[config.mk]
export PLATFORM = sky130hd
export DESIGN_NAME = nml_mux_pipe_flat
export DESIGN_NICKNAME = d
export VERILOG_FILES = /design/src/rtl/nml_pkg.sv /design/src/rtl/nml_mux_pipe_if.sv /design/src/rtl/nml_zone.sv /design/src/rtl/nml_mux_pipe.sv /design/src/flat_wrapper.sv
export SDC_FILE = /design/constraint.sdc
export NUM_CORES = 1
export LEC_CHECK = 0
export CAP_MARGIN = 25
export CORE_UTILIZATION = 47
export CTS_BUF_LIST = sky130_fd_sc_hd__clkbuf_8
export DETAILED_ROUTE_END_ITERATION = 10
export PLACE_DENSITY = 0.79
export SYNTH_ARGS = -nofsm -noshare
export SYNTH_HDL_FRONTEND = slang
export SYNTH_SLANG_ARGS = --single-unit
[constraint.sdc]
create_clock -name clk -period 1.4 [get_ports clk]
set_input_delay 0.28 -clock clk [delete_from_list [all_inputs] [get_ports clk]]
set_output_delay 0.28 -clock clk [all_outputs]
set_load 0.02 [all_outputs]
[src/rtl/nml_pkg.sv]
// Shared definitions for the NML zone-clocked mux pipeline:
// phase codes, zone modes and the majority primitive.
package nml_pkg;

    localparam logic [1:0] PH0 = 2'd0;
    localparam logic [1:0] PH1 = 2'd1;
    localparam logic [1:0] PH2 = 2'd2;
    localparam logic [1:0] PH3 = 2'd3;

    typedef enum logic [1:0] {
        MODE_RESET  = 2'b00,
        MODE_SWITCH = 2'b01,
        MODE_HOLD   = 2'b10
    } zmode_t;

    function automatic logic maj3(input logic a, input logic b, input logic c);
        return (a & b) | (a & c) | (b & c);
    endfunction

    // A zone switches in its own phase and is wiped while its predecessor switches.
    function automatic zmode_t zone_mode_of(input int z, input logic [1:0] ph);
        logic [1:0] zp;
        zp = 2'(z);
        if (zp == ph)
            return MODE_SWITCH;
        if (zp + 2'd3 == ph)
            return MODE_RESET;
        return MODE_HOLD;
    endfunction

endpackage

[src/rtl/nml_mux_pipe_if.sv]
// Operand/result bundle of the NML mux pipeline.
// master drives operands, slave is the pipeline.
interface nml_mux_pipe_if #(
    parameter int N_IN  = 2,
    parameter int WIDTH = 1
);
    localparam int SEL_W  = $clog2(N_IN);
    localparam int LEVELS = $clog2(N_IN);
    localparam int Z      = 2 * LEVELS + 2;

    logic [N_IN*WIDTH-1:0] in_data;
    logic [SEL_W-1:0]      sel;
    logic                  in_valid;
    logic                  in_ready;
    logic [WIDTH-1:0]      out_data;
    logic                  out_valid;
    logic [1:0]            phase;
    logic [2*Z-1:0]        zone_mode;

    modport master (
        output in_data, sel, in_valid,
        input  in_ready, out_data, out_valid, phase, zone_mode
    );

    modport slave (
        input  in_data, sel, in_valid,
        output in_ready, out_data, out_valid, phase, zone_mode
    );

endinterface

[src/rtl/nml_zone.sv]
// One NML clock zone: loads on SWITCH, clears on RESET,
// keeps its magnetisation on HOLD.
module nml_zone
    import nml_pkg::*;
#(
    parameter int W = 1
) (
    input  logic         clk,
    input  logic         rst_n,
    input  zmode_t       mode,
    input  logic [W-1:0] d,
    output logic [W-1:0] q
);

    // Zone register driven by the local zone-clock mode
    always_ff @(posedge clk or negedge rst_n) begin
        if (!rst_n)
            q <= '0;
        else begin
            unique case (mode)
                MODE_SWITCH: q <= d;
                MODE_RESET:  q <= '0;
                default:     q <= q;
            endcase
        end
    end

endmodule

[src/rtl/nml_mux_pipe.sv]
// N:1 x WIDTH majority-gate mux tree on a four-phase zone clock.
// Every zone carries padded data, the select and a valid bit.
module nml_mux_pipe
    import nml_pkg::*;
#(
    parameter int N_IN  = 2,
    parameter int WIDTH = 1
) (
    input logic           clk,
    input logic           rst_n,
    nml_mux_pipe_if.slave bus
);

    localparam int SEL_W  = $clog2(N_IN);
    localparam int LEVELS = $clog2(N_IN);
    localparam int Z      = 2 * LEVELS + 2;
    localparam int NP     = 1 << LEVELS;
    localparam int DW     = NP * WIDTH;
    localparam int ZW     = DW + SEL_W + 1;
    localparam logic [1:0] PH_OUT = 2'(Z % 4);

    logic [1:0]            phase;
    logic [Z-1:0][ZW-1:0]  zd;
    logic [Z-1:0][ZW-1:0]  zq;
    logic [ZW-1:0]         in0;
    zmode_t                zm [Z];

    // Free-running zone-clock phase
    always_ff @(posedge clk or negedge rst_n) begin
        if (!rst_n)
            phase <= PH0;
        else
            phase <= phase + 2'd1;
    end

    // Input zone source: operand set, or all-zero when nothing offered
    always_comb begin
        in0 = '0;
        if (bus.in_valid) begin
            in0[N_IN*WIDTH-1:0] = bus.in_data;
            in0[DW +: SEL_W]    = bus.sel;
            in0[ZW-1]           = 1'b1;
        end
    end

    assign zd[0] = in0;

    for (genvar l = 0; l < LEVELS; l++) begin : g_lvl
        localparam int N = NP >> l;
        logic [ZW-1:0] src;
        logic [ZW-1:0] and_d;
        logic [ZW-1:0] and_q;
        logic [ZW-1:0] or_d;

        assign src   = zq[2*l];
        assign and_q = zq[2*l+1];

        // AND zone: gate each pair member with the select bit of this level
        always_comb begin
            and_d = '0;
            and_d[ZW-1:DW] = src[ZW-1:DW];
            for (int j = 0; j < N / 2; j++) begin
                for (int b = 0; b < WIDTH; b++) begin
                    and_d[(2*j+1)*WIDTH+b] =
                        maj3(src[DW+l], src[(2*j+1)*WIDTH+b], 1'b0);
                    and_d[2*j*WIDTH+b] =
                        maj3(~src[DW+l], src[2*j*WIDTH+b], 1'b0);
                end
            end
        end

        // OR zone: merge each gated pair into one entry of the next level
        always_comb begin
            or_d = '0;
            or_d[ZW-1:DW] = and_q[ZW-1:DW];
            for (int j = 0; j < N / 2; j++) begin
                for (int b = 0; b < WIDTH; b++) begin
                    or_d[j*WIDTH+b] =
                        maj3(and_q[(2*j+1)*WIDTH+b], and_q[2*j*WIDTH+b], 1'b1);
                end
            end
        end

        assign zd[2*l+1] = and_d;
        assign zd[2*l+2] = or_d;
    end

    assign zd[Z-1] = zq[Z-2];

    for (genvar z = 0; z < Z; z++) begin : g_zone
        assign zm[z] = zone_mode_of(z, phase);
        assign bus.zone_mode[2*z +: 2] = zm[z];

        nml_zone #(.W(ZW)) u_zone (
            .clk   (clk),
            .rst_n (rst_n),
            .mode  (zm[z]),
            .d     (zd[z]),
            .q     (zq[z])
        );
    end

    assign bus.phase     = phase;
    assign bus.in_ready  = (phase == PH0);
    assign bus.out_data  = zq[Z-1][WIDTH-1:0];
    assign bus.out_valid = zq[Z-1][ZW-1] & (phase == PH_OUT);

endmodule

[src/flat_wrapper.sv]
// flat-port wrapper written by rule: the top's interface ports become plain ports
module nml_mux_pipe_flat import nml_pkg::*;
#(
    parameter int N_IN  = 2,
    parameter int WIDTH = 1
)
  (clk, rst_n, bus_in_data, bus_sel, bus_in_valid, bus_in_ready, bus_out_data, bus_out_valid, bus_phase, bus_zone_mode);
  nml_mux_pipe_if #(.N_IN(N_IN), .WIDTH(WIDTH)) bus_i ();
  input logic clk;
  input logic rst_n;
  input wire logic [$bits(bus_i.in_data)-1:0] bus_in_data;
  input wire logic [$bits(bus_i.sel)-1:0] bus_sel;
  input wire logic [$bits(bus_i.in_valid)-1:0] bus_in_valid;
  output wire logic [$bits(bus_i.in_ready)-1:0] bus_in_ready;
  output wire logic [$bits(bus_i.out_data)-1:0] bus_out_data;
  output wire logic [$bits(bus_i.out_valid)-1:0] bus_out_valid;
  output wire logic [$bits(bus_i.phase)-1:0] bus_phase;
  output wire logic [$bits(bus_i.zone_mode)-1:0] bus_zone_mode;
  assign bus_i.in_data = bus_in_data;
  assign bus_i.sel = bus_sel;
  assign bus_i.in_valid = bus_in_valid;
  assign bus_in_ready = bus_i.in_ready;
  assign bus_out_data = bus_i.out_data;
  assign bus_out_valid = bus_i.out_valid;
  assign bus_phase = bus_i.phase;
  assign bus_zone_mode = bus_i.zone_mode;
  nml_mux_pipe #(.N_IN(N_IN), .WIDTH(WIDTH)) u_core (.clk(clk), .rst_n(rst_n), .bus(bus_i));
endmodule
==> results.cfg <==
[outcome]
status = finished, violations left
violations = setup timing

[clock_network]
htree_num_levels = 1
clk_latency_ns = 0.25
cts_sinks = 13
clock_path_buffers = 2
root_buffer = clkbuf_8
cts.clk_slew.worst_paths_ns = 0.05
cts_tree = done
cts_made_buffers = 3

[setup_path]
cp_max_fo = 5
path_buf_inv = 3
reg2reg_setup_slack_ns = 0.01
max_stage_delay_ns = 0.47
worstPathRequired_ns = 1.12
worstSetupPathType = register to output pin
critPathArrivalTime_ns = 1.25
startpoint_type = register
end_kind = output pin
cp_slowest_cell = dfrtp_2
cpLargestDelayFamily = flip-flops
crit_chain = inv_4 -> buf_4 -> ha_4 -> buf_6
cp-startpoint = u_core.bus.phase[0]
r2r_start = u_core.bus.phase[0]

[sta]
hold_slack_ns = 0.330
tns_ns = -0.872
rsz0062_at_grt = yes
fin_crit_ns = 1.53
slew_headroom_pct = 86.2
setup_viol = 10
fmaxAchievable_mhz = 653
tightest_slew_ns = 0.205
fin_skew_ns = 0.00273
final.setup.worst_slack_ns = -0.132
hold_viol = 0
min_period_over_period_pct = 109
drv_slew = 0

[global_routing]
grt_pass1_wl_um = 2300
grt_overflow_total = 0
grt_max_degree = 14
first_global_vias = 505
antenna_found_initial = 0
grt_usage_pct = 25.1

[power]
pwr-share-clk_pct = 42.6
combPwrFrac_pct = 6.1
power_per_cell_area_mw_per_mm2 = 693
p_seq_share_pct = 51.3
switchingPower_uw = 169
leakagePower_nw = 0.526
switching_share_pct = 21.7
ir_worst_vdd_mv = 0.800
p_int_uw = 607

[finish]
ff_latch_area_um2 = 328
design_area_mm2 = 0.00112
multi_input_area_um2 = 377
fillerInstances = 64
final_cells = 111
drive_gt1_share_pct = 50.0
area_growth_pct = 71.5
antenna-diode-count = 0
utilization_pct = 86.1
fin_nets = 110

[floorplanning]
dieWidth_um = 39.3
rows = 13
initial_core_util_pct = 50.2
io_pins = 19
dieHeight_um = 39.3
die-area_mm2 = 0.00154
core_mm2 = 0.00130

[drt]
viasPerCell = 5.15
dr.pass1.iters = 4
drtIter0Drc = 15
wl_per_cell_um = 16.5
drcViolationCount = 0
vias = 572
antenna_left = 0
wirelength_um = 1830

[yosys]
synth_edf_count = 0
synth.distinct_cells = 17
syn-instance-count = 59
ys.flop_type = dfrtp_1
postSynth.asyncResetShare_pct = 100
synth_fp_nets = 72
yosys_warnings = 0
ys_ff_latch = 13
syn_area_per_cell_um2 = 11.1
synth_area_um2 = 653
yosysSeqAreaShare_pct = 49.8

[place]
gp_congestion = 0.681
dpl.hpwl_um = 975
port_buffers = 18
dp.cells = 101
placed_area_um2 = 931

[flow_run]
maxCapViolCount = 0

[hold_path]
hp-class = input pin to asynchronous set/reset pin
## logic make-up after synthesis
family	count (synthesis)	synth area share [%]
DFF	13	49.8
muxes	3	4.60
adders and majority gates	7	13.4
buffers and inverters	7	6.70
and+or+nand+nor	21	16.9
AOI/OAI and AO/OA	8	8.62
## area by class of cell
class,instances,area share [%]
tap,15,1.68
sequential,13,29.3
inverter,4,2.01
timing repair buffer,36,29.4
clock inverter,1,0.335
multi-input combinational,39,33.6
clock buffer,3,3.69
## cells in the final DEF (no fill, tap or decap)
cell / netlist / layout
buf_6: 1 / 14
nand3b_1: 4 / 4
o21ai_0: 3 / 3
nand2_1: 4 / 4
clkdlybuf4s50_1: 0 / 5
nand2b_1: 5 / 5
nor2_4: 0 / 2
o21ai_1: 2 / 2
ha_4: 0 / 6
a21oi_1: 2 / 2
ha_1: 7 / 1
nand3_1: 1 / 1
dfrtp_2: 0 / 2
mux2i_1: 3 / 3
buf_4: 2 / 13
inv_4: 1 / 3
o31ai_4: 1 / 1
dfrtp_1: 13 / 11
and2_4: 0 / 1
inv_1: 3 / 2
clkbuf_8: 0 / 3
clkbuf_2: 0 / 1
nor2_1: 6 / 4
buf_2: 0 / 2
dlygate4sd2_1: 0 / 1
## per-layer routing
metal  wire length, µm  vias to the layer above  GRT usage (%)
met5                 0                        -              0
met4                38                        0           15.5
met3                59                        4           11.4
met2               979                       14           35.0
met1               755                      288           30.9
li1                  -                      266              -
## power groups by stage
stage | Combinational (mW) | Sequential (mW) | Clock, mW
after global routing | 0.0522 | 0.399 | 0.357
final | 0.0470 | 0.398 | 0.330
after detailed placement | 0.0465 | 0.403 | 0
after global placement | 0.0455 | 0.402 | 0
after CTS | 0.0456 | 0.397 | 0.326
after floorplan | 0.0137 | 0.403 | 0
## what timing repair did
action,CTS,global route
hold buffers,0,0
cloned,0,1
endpoints found under the hold margin,0,0
endpoints found under the setup margin,13,15
resized for setup,75,13
buffers inserted,3,2
pin swaps,4,5
## sequential cells by signal, indices dropped and copies added (netlist names)
name	flops
u_core.g_zone.u_zone.q	11
u_core.bus.phase	2
## final timing paths
path / to / depth (start not counted)
max in group asynchronous: u_core.bus.phase[0] / 2
min in group clk: u_core.g_zone[0].u_zone.q[0] / 2
min reg2reg: u_core.g_zone[0].u_zone.q[0] / 2
max reg2reg: u_core.g_zone[0].u_zone.q[1] / 6
min: u_core.g_zone[3].u_zone.q[0] / 2
max: bus_zone_mode[0] / 4
## cell usage after synthesis (2+ instances only)
library cell / number / area (µm²)
o21ai_0: 3 / 15.0
nand2_1: 4 / 15.0
ha_1: 7 / 87.6
buf_4: 2 / 15.0
o21ai_1: 2 / 10.0
nand2b_1: 5 / 31.3
mux2i_1: 3 / 30.0
nand3b_1: 4 / 30.0
inv_1: 3 / 11.3
a21oi_1: 2 / 10.0
nor2_1: 6 / 22.5
dfrtp_1: 13 / 325
## metrics by stage
stage	setup slack (ns)	total power, mW
floorplan	-0.0379	0.417
global placement	-0.340	0.448
detailed placement	-0.359	0.450
CTS	-0.100	0.768
global route	-0.148	0.808
finish	-0.132	0.776
## worst reg2reg max path, delay by kind of cell, from the launching register on
family	cells	cell delay, ns
simple gates	1	0.13
buf+inv	3	0.37
flops	1	0.47
fa+ha+maj	1	0.22
compound gates	1	0.13
(Power assumes the default switching activity.)
